File: src/rtl/mfp_als_spi_sampler_pkg.sv
// mfp_als_spi_sampler_pkg: shared constants, FSM state encoding and frame
// field helper for the PmodALS SPI sampler.
package mfp_als_spi_sampler_pkg;

    typedef enum logic [2:0] {
        ST_IDLE  = 3'd0,
        ST_SETUP = 3'd1,
        ST_SHIFT = 3'd2,
        ST_QUIET = 3'd3,
        ST_DONE  = 3'd4
    } als_state_t;

    localparam int ALS_FRAME_BITS        = 16;
    localparam int ALS_DATA_MSB          = 12;
    localparam int ALS_DATA_LSB          = 5;
    localparam int ALS_CLK_DIV_DEF       = 16;
    localparam int ALS_SAMPLE_PERIOD_DEF = 500000;

    // The ADC frame carries 3 leading zeros, 8 data bits, then trailing zeros.
    function automatic logic [7:0] als_extract(
        input logic [ALS_FRAME_BITS-1:0] frame
    );
        return frame[ALS_DATA_MSB:ALS_DATA_LSB];
    endfunction

endpackage

File: src/rtl/mfp_spi_half_period_timer.sv
// mfp_spi_half_period_timer: counts CLK_DIV cycles and pulses o_tick on the
// last one. Ports: i_clk, i_rst (sync, high), i_restart (zero the count), o_tick.
module mfp_spi_half_period_timer #(
    parameter int CLK_DIV = 16
) (
    input  logic i_clk,
    input  logic i_rst,
    input  logic i_restart,
    output logic o_tick
);

    localparam int CW = (CLK_DIV > 2) ? $clog2(CLK_DIV) : 1;
    localparam logic [CW-1:0] LAST = CW'(CLK_DIV - 1);

    logic [CW-1:0] r_cnt;

    always_ff @(posedge i_clk) begin
        if (i_rst || i_restart) begin
            r_cnt <= '0;
        end else if (r_cnt == LAST) begin
            r_cnt <= '0;
        end else begin
            r_cnt <= r_cnt + 1'b1;
        end
    end

    assign o_tick = (r_cnt == LAST);

endmodule

File: src/rtl/mfp_als_spi_sampler.sv
// mfp_als_spi_sampler: periodic / on-demand SPI reader for the PmodALS light
// sensor. Ports: SI_ClkIn, SI_Reset (sync, high), enable, start, SPI_CS,
// SPI_SCK, SPI_SDO, sample, sample_valid, busy, overrun, sample_count.
module mfp_als_spi_sampler
    import mfp_als_spi_sampler_pkg::*;
#(
    parameter int CLK_DIV       = ALS_CLK_DIV_DEF,
    parameter int SAMPLE_PERIOD = ALS_SAMPLE_PERIOD_DEF
) (
    input  logic        SI_ClkIn,
    input  logic        SI_Reset,
    input  logic        enable,
    input  logic        start,
    output logic        SPI_CS,
    output logic        SPI_SCK,
    input  logic        SPI_SDO,
    output logic [7:0]  sample,
    output logic        sample_valid,
    output logic        busy,
    output logic        overrun,
    output logic [15:0] sample_count
);

    localparam int PW = (SAMPLE_PERIOD > 2) ? $clog2(SAMPLE_PERIOD) : 1;
    localparam logic [PW-1:0] PERIOD_RELOAD = PW'(SAMPLE_PERIOD - 1);
    localparam logic [3:0] LAST_BIT = 4'(ALS_FRAME_BITS - 1);

    als_state_t r_state;
    als_state_t w_state_nxt;

    logic                      w_tick;
    logic                      w_restart;
    logic                      w_busy;
    logic                      w_expire;
    logic                      w_request;
    logic [PW-1:0]             r_period;
    logic                      r_pending;
    logic                      r_overrun;
    logic                      r_phase;
    logic [3:0]                r_bit;
    logic [ALS_FRAME_BITS-1:0] r_shift;
    logic                      r_cs;
    logic                      r_sck;
    logic [7:0]                r_sample;
    logic                      r_valid;
    logic [15:0]               r_count;

    // Start and expiry in the same cycle merge into a single request.
    assign w_expire  = enable && (r_period == '0);
    assign w_request = start || w_expire;

    always_comb begin
        w_state_nxt = r_state;
        w_busy      = 1'b1;
        unique case (r_state)
            ST_IDLE: begin
                w_busy = 1'b0;
                if (w_request || r_pending) begin
                    w_state_nxt = ST_SETUP;
                end
            end
            ST_SETUP: begin
                if (w_tick) begin
                    w_state_nxt = ST_SHIFT;
                end
            end
            ST_SHIFT: begin
                if (w_tick && r_phase && (r_bit == LAST_BIT)) begin
                    w_state_nxt = ST_QUIET;
                end
            end
            ST_QUIET: begin
                if (w_tick) begin
                    w_state_nxt = ST_DONE;
                end
            end
            ST_DONE: begin
                w_state_nxt = ST_IDLE;
            end
            default: begin
                w_state_nxt = ST_IDLE;
            end
        endcase
    end

    // Every state entry starts a fresh half-period; within SHIFT the timer
    // wraps on its own to pace the SCK halves.
    assign w_restart = (w_state_nxt != r_state);

    mfp_spi_half_period_timer #(
        .CLK_DIV (CLK_DIV)
    ) u_timer (
        .i_clk     (SI_ClkIn),
        .i_rst     (SI_Reset),
        .i_restart (w_restart),
        .o_tick    (w_tick)
    );

    always_ff @(posedge SI_ClkIn) begin
        if (SI_Reset) begin
            r_state   <= ST_IDLE;
            r_period  <= PERIOD_RELOAD;
            r_pending <= 1'b0;
            r_overrun <= 1'b0;
            r_phase   <= 1'b0;
            r_bit     <= '0;
            r_shift   <= '0;
            r_cs      <= 1'b1;
            r_sck     <= 1'b1;
            r_sample  <= '0;
            r_valid   <= 1'b0;
            r_count   <= '0;
        end else begin
            r_state <= w_state_nxt;

            if (enable) begin
                r_period <= (r_period == '0) ? PERIOD_RELOAD
                                             : r_period - 1'b1;
            end

            if (r_state == ST_IDLE) begin
                r_pending <= 1'b0;
            end else if (w_request) begin
                r_pending <= 1'b1;
            end
            if (w_request && r_pending) begin
                r_overrun <= 1'b1;
            end

            // r_phase: 0 = low half, 1 = high half of the current SCK period.
            if (r_state == ST_SETUP) begin
                r_phase <= 1'b0;
                r_bit   <= '0;
            end else if ((r_state == ST_SHIFT) && w_tick) begin
                r_phase <= ~r_phase;
                if (r_phase) begin
                    r_bit <= r_bit + 1'b1;
                end
            end

            // Capture on the edge where the registered SCK goes low->high.
            if ((r_state == ST_SHIFT) && r_phase && !r_sck) begin
                r_shift <= {r_shift[ALS_FRAME_BITS-2:0], SPI_SDO};
            end

            r_cs  <= !((r_state == ST_SETUP) || (r_state == ST_SHIFT));
            r_sck <= (r_state == ST_SHIFT) ? r_phase : 1'b1;

            r_valid <= (r_state == ST_DONE);
            if (r_state == ST_DONE) begin
                r_sample <= als_extract(r_shift);
                r_count  <= r_count + 1'b1;
            end
        end
    end

    assign SPI_CS       = r_cs;
    assign SPI_SCK      = r_sck;
    assign sample       = r_sample;
    assign sample_valid = r_valid;
    assign busy         = w_busy;
    assign overrun      = r_overrun;
    assign sample_count = r_count;

endmodule

File: config.mk
export PLATFORM = sky130hd
export DESIGN_NAME = mfp_als_spi_sampler
export DESIGN_NICKNAME = d
export VERILOG_FILES = /design/src/rtl/mfp_als_spi_sampler_pkg.sv /design/src/rtl/mfp_spi_half_period_timer.sv /design/src/rtl/mfp_als_spi_sampler.sv
export SDC_FILE = /design/constraint.sdc
export NUM_CORES = 1
export LEC_CHECK = 0
export BUFFER_PORTS_ARGS = -buffer_cell sky130_fd_sc_hd__buf_2
export CAP_MARGIN = 20
export CORE_AREA = 2 2 86 88
export DETAILED_ROUTE_END_ITERATION = 10
export DIE_AREA = 0 0 88 90
export PLACE_DENSITY = 0.65
export SLEW_MARGIN = 20
export SYNTH_ARGS = -nofsm -noshare
export SYNTH_HDL_FRONTEND = slang
export SYNTH_SLANG_ARGS = --single-unit
File: constraint.sdc
create_clock -name SI_ClkIn -period 2.01 [get_ports SI_ClkIn]
set_input_delay 0.3015 -clock SI_ClkIn [delete_from_list [all_inputs] [get_ports SI_ClkIn]]
set_output_delay 0.3015 -clock SI_ClkIn [all_outputs]
set_load 0.02 [all_outputs]
Yosys cells after proc, flatten, opt, wreduce, memory -nomap -nowiden
Cells that the tools add are included.
- bits in registers: 73
- latch bits: 0
- RAM bits: 0
- bits in read-only memories: 0
- input port bits: 5
- output and inout bits: 29
- logic and storage cells: 53
- memories: 0
- $add $sub $neg: 4
- multiply operators: 0
- div/mod/pow operators: 0
- order comparisons: 0
- equal/unequal tests: 7
- shift-type cells: 0
- multiplexer cells: 7
- bitwise operators: 2
- reductions and logical operators: 20
- operators by type and width (cell ; number):
    19-bit zero test ; 1
    19-bit 2-to-1 mux ; 1
    19-bit by 1-bit subtractor with 19-bit output, second input constant ; 1
    16-bit by 1-bit adder with 16-bit output, second input constant ; 1
    3-bit 2-to-1 mux ; 4
    3-bit case mux with 4 select lines ; 1
    4-bit by 1-bit adder with 4-bit output, second input constant ; 2
    4-bit == test, second input constant ; 2
    2-bit OR reduction ; 4
    1-bit logical AND ; 7
    3-bit by 2-bit == test with 1-bit output, second input constant ; 2
    1-bit logical OR ; 4
    3-bit by 1-bit == test with 1-bit output, second input constant ; 1
    3-bit == test, second input constant ; 1
    3-bit zero test ; 1
    3-bit inequality test ; 1
    1-bit zero test ; 2
    1-bit inverter ; 2
    2-bit AND reduction ; 1
    1-bit 2-to-1 mux ; 1

Depth between registers and ports, before layout
- depth after elaboration: 9
- gate-level depth with buffers: 7

Modules after synthesis
A second synthesis with hierarchy kept.
- cell total of the unflattened synthesis: 347
- area total of the unflattened synthesis: 3124.2 µm²
- modules (own cells, without submodules) (module ; instances ; cells an instance ; area each (µm²)):
    mfp_als_spi_sampler ; 1 ; 331 ; 2966.6
    mfp_spi_half_period_timer ; 1 ; 16 ; 157.7

Worst setup path after synthesis
Ideal clock, no wire load.
- kind: input-to-reg
- from: input port enable
- to: register r_period[13]
- library setup time: 63 ps
- arrival: 1803 ps
- required time: 1947 ps
- path slack: 144 ps
- stages: 6
- path buffers: 2
- cell sequence: buf_4 or4b_1 buf_2 or3_4 or4_1 nand3_1
- RTL lines (element ; line ; text):
    start, declared ; mfp_als_spi_sampler.sv:12 ; input logic enable,
    end signal, assigned ; mfp_als_spi_sampler.sv:117 ; r_period <= (r_period == '0) ? PERIOD_RELOAD
    end, declared ; mfp_als_spi_sampler.sv:36 ; logic [PW-1:0] r_period;

Worst setup path after layout
- from: register r_period[4]
- to: register r_period[15]
- word-level cells in the longest chain between the ends: 2
- elaborated cells on any way between the ends: 3
- classes of those cells: add/sub (1); mux (1); reduce/logical (1)
- ends and longest elaborated chain (element ; line):
    19-bit by 1-bit subtractor with 19-bit output or 19-bit zero test (tied branches) ; mfp_als_spi_sampler.sv:118, mfp_als_spi_sampler.sv:117
    19-bit 2-to-1 mux (*) ; mfp_als_spi_sampler.sv:117
Mark *: on every way between the ends. The rest lies on a longest branch, timed or not.
A chain may end at the register's enable or synchronous reset.

==> impl_metrics.yaml <==
outcome:
  run_status: "completed"
timing:
  whs_ps: 220
  finalHoldViolCount: 0
  tns_ps: 0
  finalCriticalPeriod_ps: 1920
  report.final.slew_viol_count: 0
  fin_ws_ps: 87.2
  finalCritPeriodShare_pct: 95.7
  setup_viol: 0
  worstMarginPinSlew_ps: 444
  max_freq_mhz: 520
  max-slew-margin-rel_pct: 70.1
  rsz0062_at_grt: "no"
  fin_worst_skew_ps: 11.2
critical_path:
  worstSetupPathType: "flop to flop"
  path_delay_family: "simple AND/OR/NAND/NOR gates"
  reg2reg_from: "r_period[4]"
  setup.worst_path.start: "r_period[4]"
  path_depth: 4
  cpPeakStageDelay_ps: 590
  worstPathRequired_ps: 2290
  crit_buf_inv: 0
  cp-end-kind: "flop"
  rrSetupSlack_ps: 90
  worstPathCellList: "or4_4 -> or3_4 -> or4_1 -> nand3_1"
  r2r_end: "r_period[15]"
  cp_slowest_cell: "or4_4"
  crit_fanout: 6
  worstPathArrival_ps: 2200
  setup.worst_path.start_class: "flop"
  r2r_cells: 4
layout:
  n_fill_cell: 662
  final_util_pct: 51.9
  diodes: 0
  multi_input_area_um2: 1540
  register_area_um2: 1460
  area_growth_pct: 19.4
  fin_nets: 396
  layout-drive-gt1-share_pct: 18.9
global_routing:
  grt_usage_pct: 16.5
  overflow: 0
  grt_max_degree: 43
  grt_first_pass_wirelength_um: 10500
  antenna_found_initial: 0
  grt_pass1_vias: 2401
detailed_routing:
  viasPerCell: 5.08
  wl_per_cell_um: 12.3
  ant_nets: 0
  drc_errors: 0
  drt-initial-drc-count: 54
  wl_um: 6030
  firstDrtPassIters: 5
  vias: 2488
logic_synthesis:
  synthTopCellsByArea: "dfxtp_1 (48%), nor2_1 (6.0%), nand2_1 (5.0%), mux2i_1 (4.6%), xor2_1 (4.6%)"
  synth_async_sr_flop_share_pct: 0
  ys_types: 40
  ys_seq_area_share_pct: 47.9
  synthTopCellsByCount: "dfxtp_1 (73), nor2_1 (49), nand2_1 (41)"
  yosysTopAreaCell: "dfxtp_1"
  synth_nets: 349
  synth-edff-count: 0
  syn-cell-area_um2: 3050
  yosysMostFrequentCell: "dfxtp_1"
  ys_ff_latch: 73
  avgSynthCellArea_um2: 9.00
  yosys_warnings: 0
  synth_ff_type: "dfxtp_1"
  synthCells: 339
  yosysTopAreaCellShare_pct: 47.9
floorplanning:
  die_h_um: 90
  dieArea_um2: 7920
  io_pins: 34
  start_util_pct: 43.5
  dieWidth_um: 88
  core-area_um2: 7020
  row_count: 31
min_path:
  worstHoldPathCells: 2
  hold_class: "input pin to flop"
  hp-start: "SI_Reset"
  min_to: "overrun"
clock_network:
  cts_hold_buf: 0
  cts.path.max_buffers: 2
  clock_latency_ps: 330
  clk_pin_slew_worst_paths_ps: 80
  cts_tree: "yes"
  numCtsBuffers: 9
  clockRootBuffer: "clkbuf_8"
  clock-sinks: 73
  h-tree-depth: 3
pwr:
  irDropWorstVdd_mv: 0.259
  power_w: 0.00279
  p_per_area_nw_per_um2: 765
  power.leakage_nw: 1.37
job:
  cap_violations: 0
placement:
  place_congestion: 0.774
  dp_slack_ps: 68.3
  post-dp-hpwl_um: 4150
  io_buffers: 33
-- power breakdown --
part,leakage (nW),switching [W],internal (W),total [W]
Combinational,0.664,0.0000697,0.0000418,0.000111
Clock,0.113,0.000528,0.000676,0.00120
Sequential,0.590,0.0000100,0.00146,0.00147
-- flip-flops by register name, summed over array words and instances (netlist names) --
signal,cells
r_pending,1
r_phase,1
r_period,19
sample,8
r_state,3
r_shift,13
SPI_CS,1
SPI_SCK,1
overrun,1
r_bit,4
u_timer.r_cnt,4
sample_valid,1
sample_count,16
-- stage by stage --
stage	area, um2	instances
final	3640	490
after global routing	3640	490
after CTS	3620	490
after detailed placement	3410	474
after global placement	3410	474
after floorplan	3050	339
-- per-layer routing --
metal	up-vias	global-route usage (%)	wire, um
li1	1287	-	-
met5	-	0	0
met2	27	27.8	2990
met3	6	3.03	124
met1	1168	19.7	2830
met4	0	8.59	81
-- placed cells by master, fill, tap and decap left out, types with 6 or more instances in the layout --
master	Yosys	routed
xor2_1	16	16
nand4_1	6	6
nor3_1	8	8
nor2_1	49	49
mux2i_1	14	14
o31ai_1	7	7
nand3_1	16	16
a21oi_1	16	16
xnor2_1	15	15
or3_1	7	7
dfxtp_1	73	73
nand2_1	41	41
buf_4	1	17
nor4_1	7	6
or4_1	9	8
buf_2	2	33
clkbuf_8	0	12
-- layout make-up --
type	count	share of cell area [%]
clock buffers	12	4.53
clock inverters	4	1.34
inverters	4	0.412
multi-input cells	248	42.2
flip-flops and latches	73	40.1
well taps	99	3.40
repair buffers	50	8.04
-- cells by family (layout without fill, tap and decap cells) --
logic type | after synthesis | in the layout | share of synthesized area, %
xor+xnor | 31 | 31 | 8.90
mux | 14 | 14 | 4.59
simple gates | 162 | 162 | 26.8
fa+ha+maj | 5 | 5 | 2.05
flops | 73 | 73 | 47.9
buf+inv | 18 | 70 | 2.42
compound gates | 36 | 36 | 7.30
-- how the worst max path moves through the flow --
stage	to	slack, ps
after global routing	r_period[15]	40
final	r_period[15]	90
after floorplan	r_period[13]	140
after global placement	r_period[13]	110
after detailed placement	r_period[15]	70
after CTS	r_period[15]	50
-- timing repair --
item	CTS	global route
buffers inserted	0	0
endpoints found under the hold margin	0	0
setup endpoints to repair	0	12
gates resized for setup	0	4
Note: power is estimated with default switching activity, not from simulation.
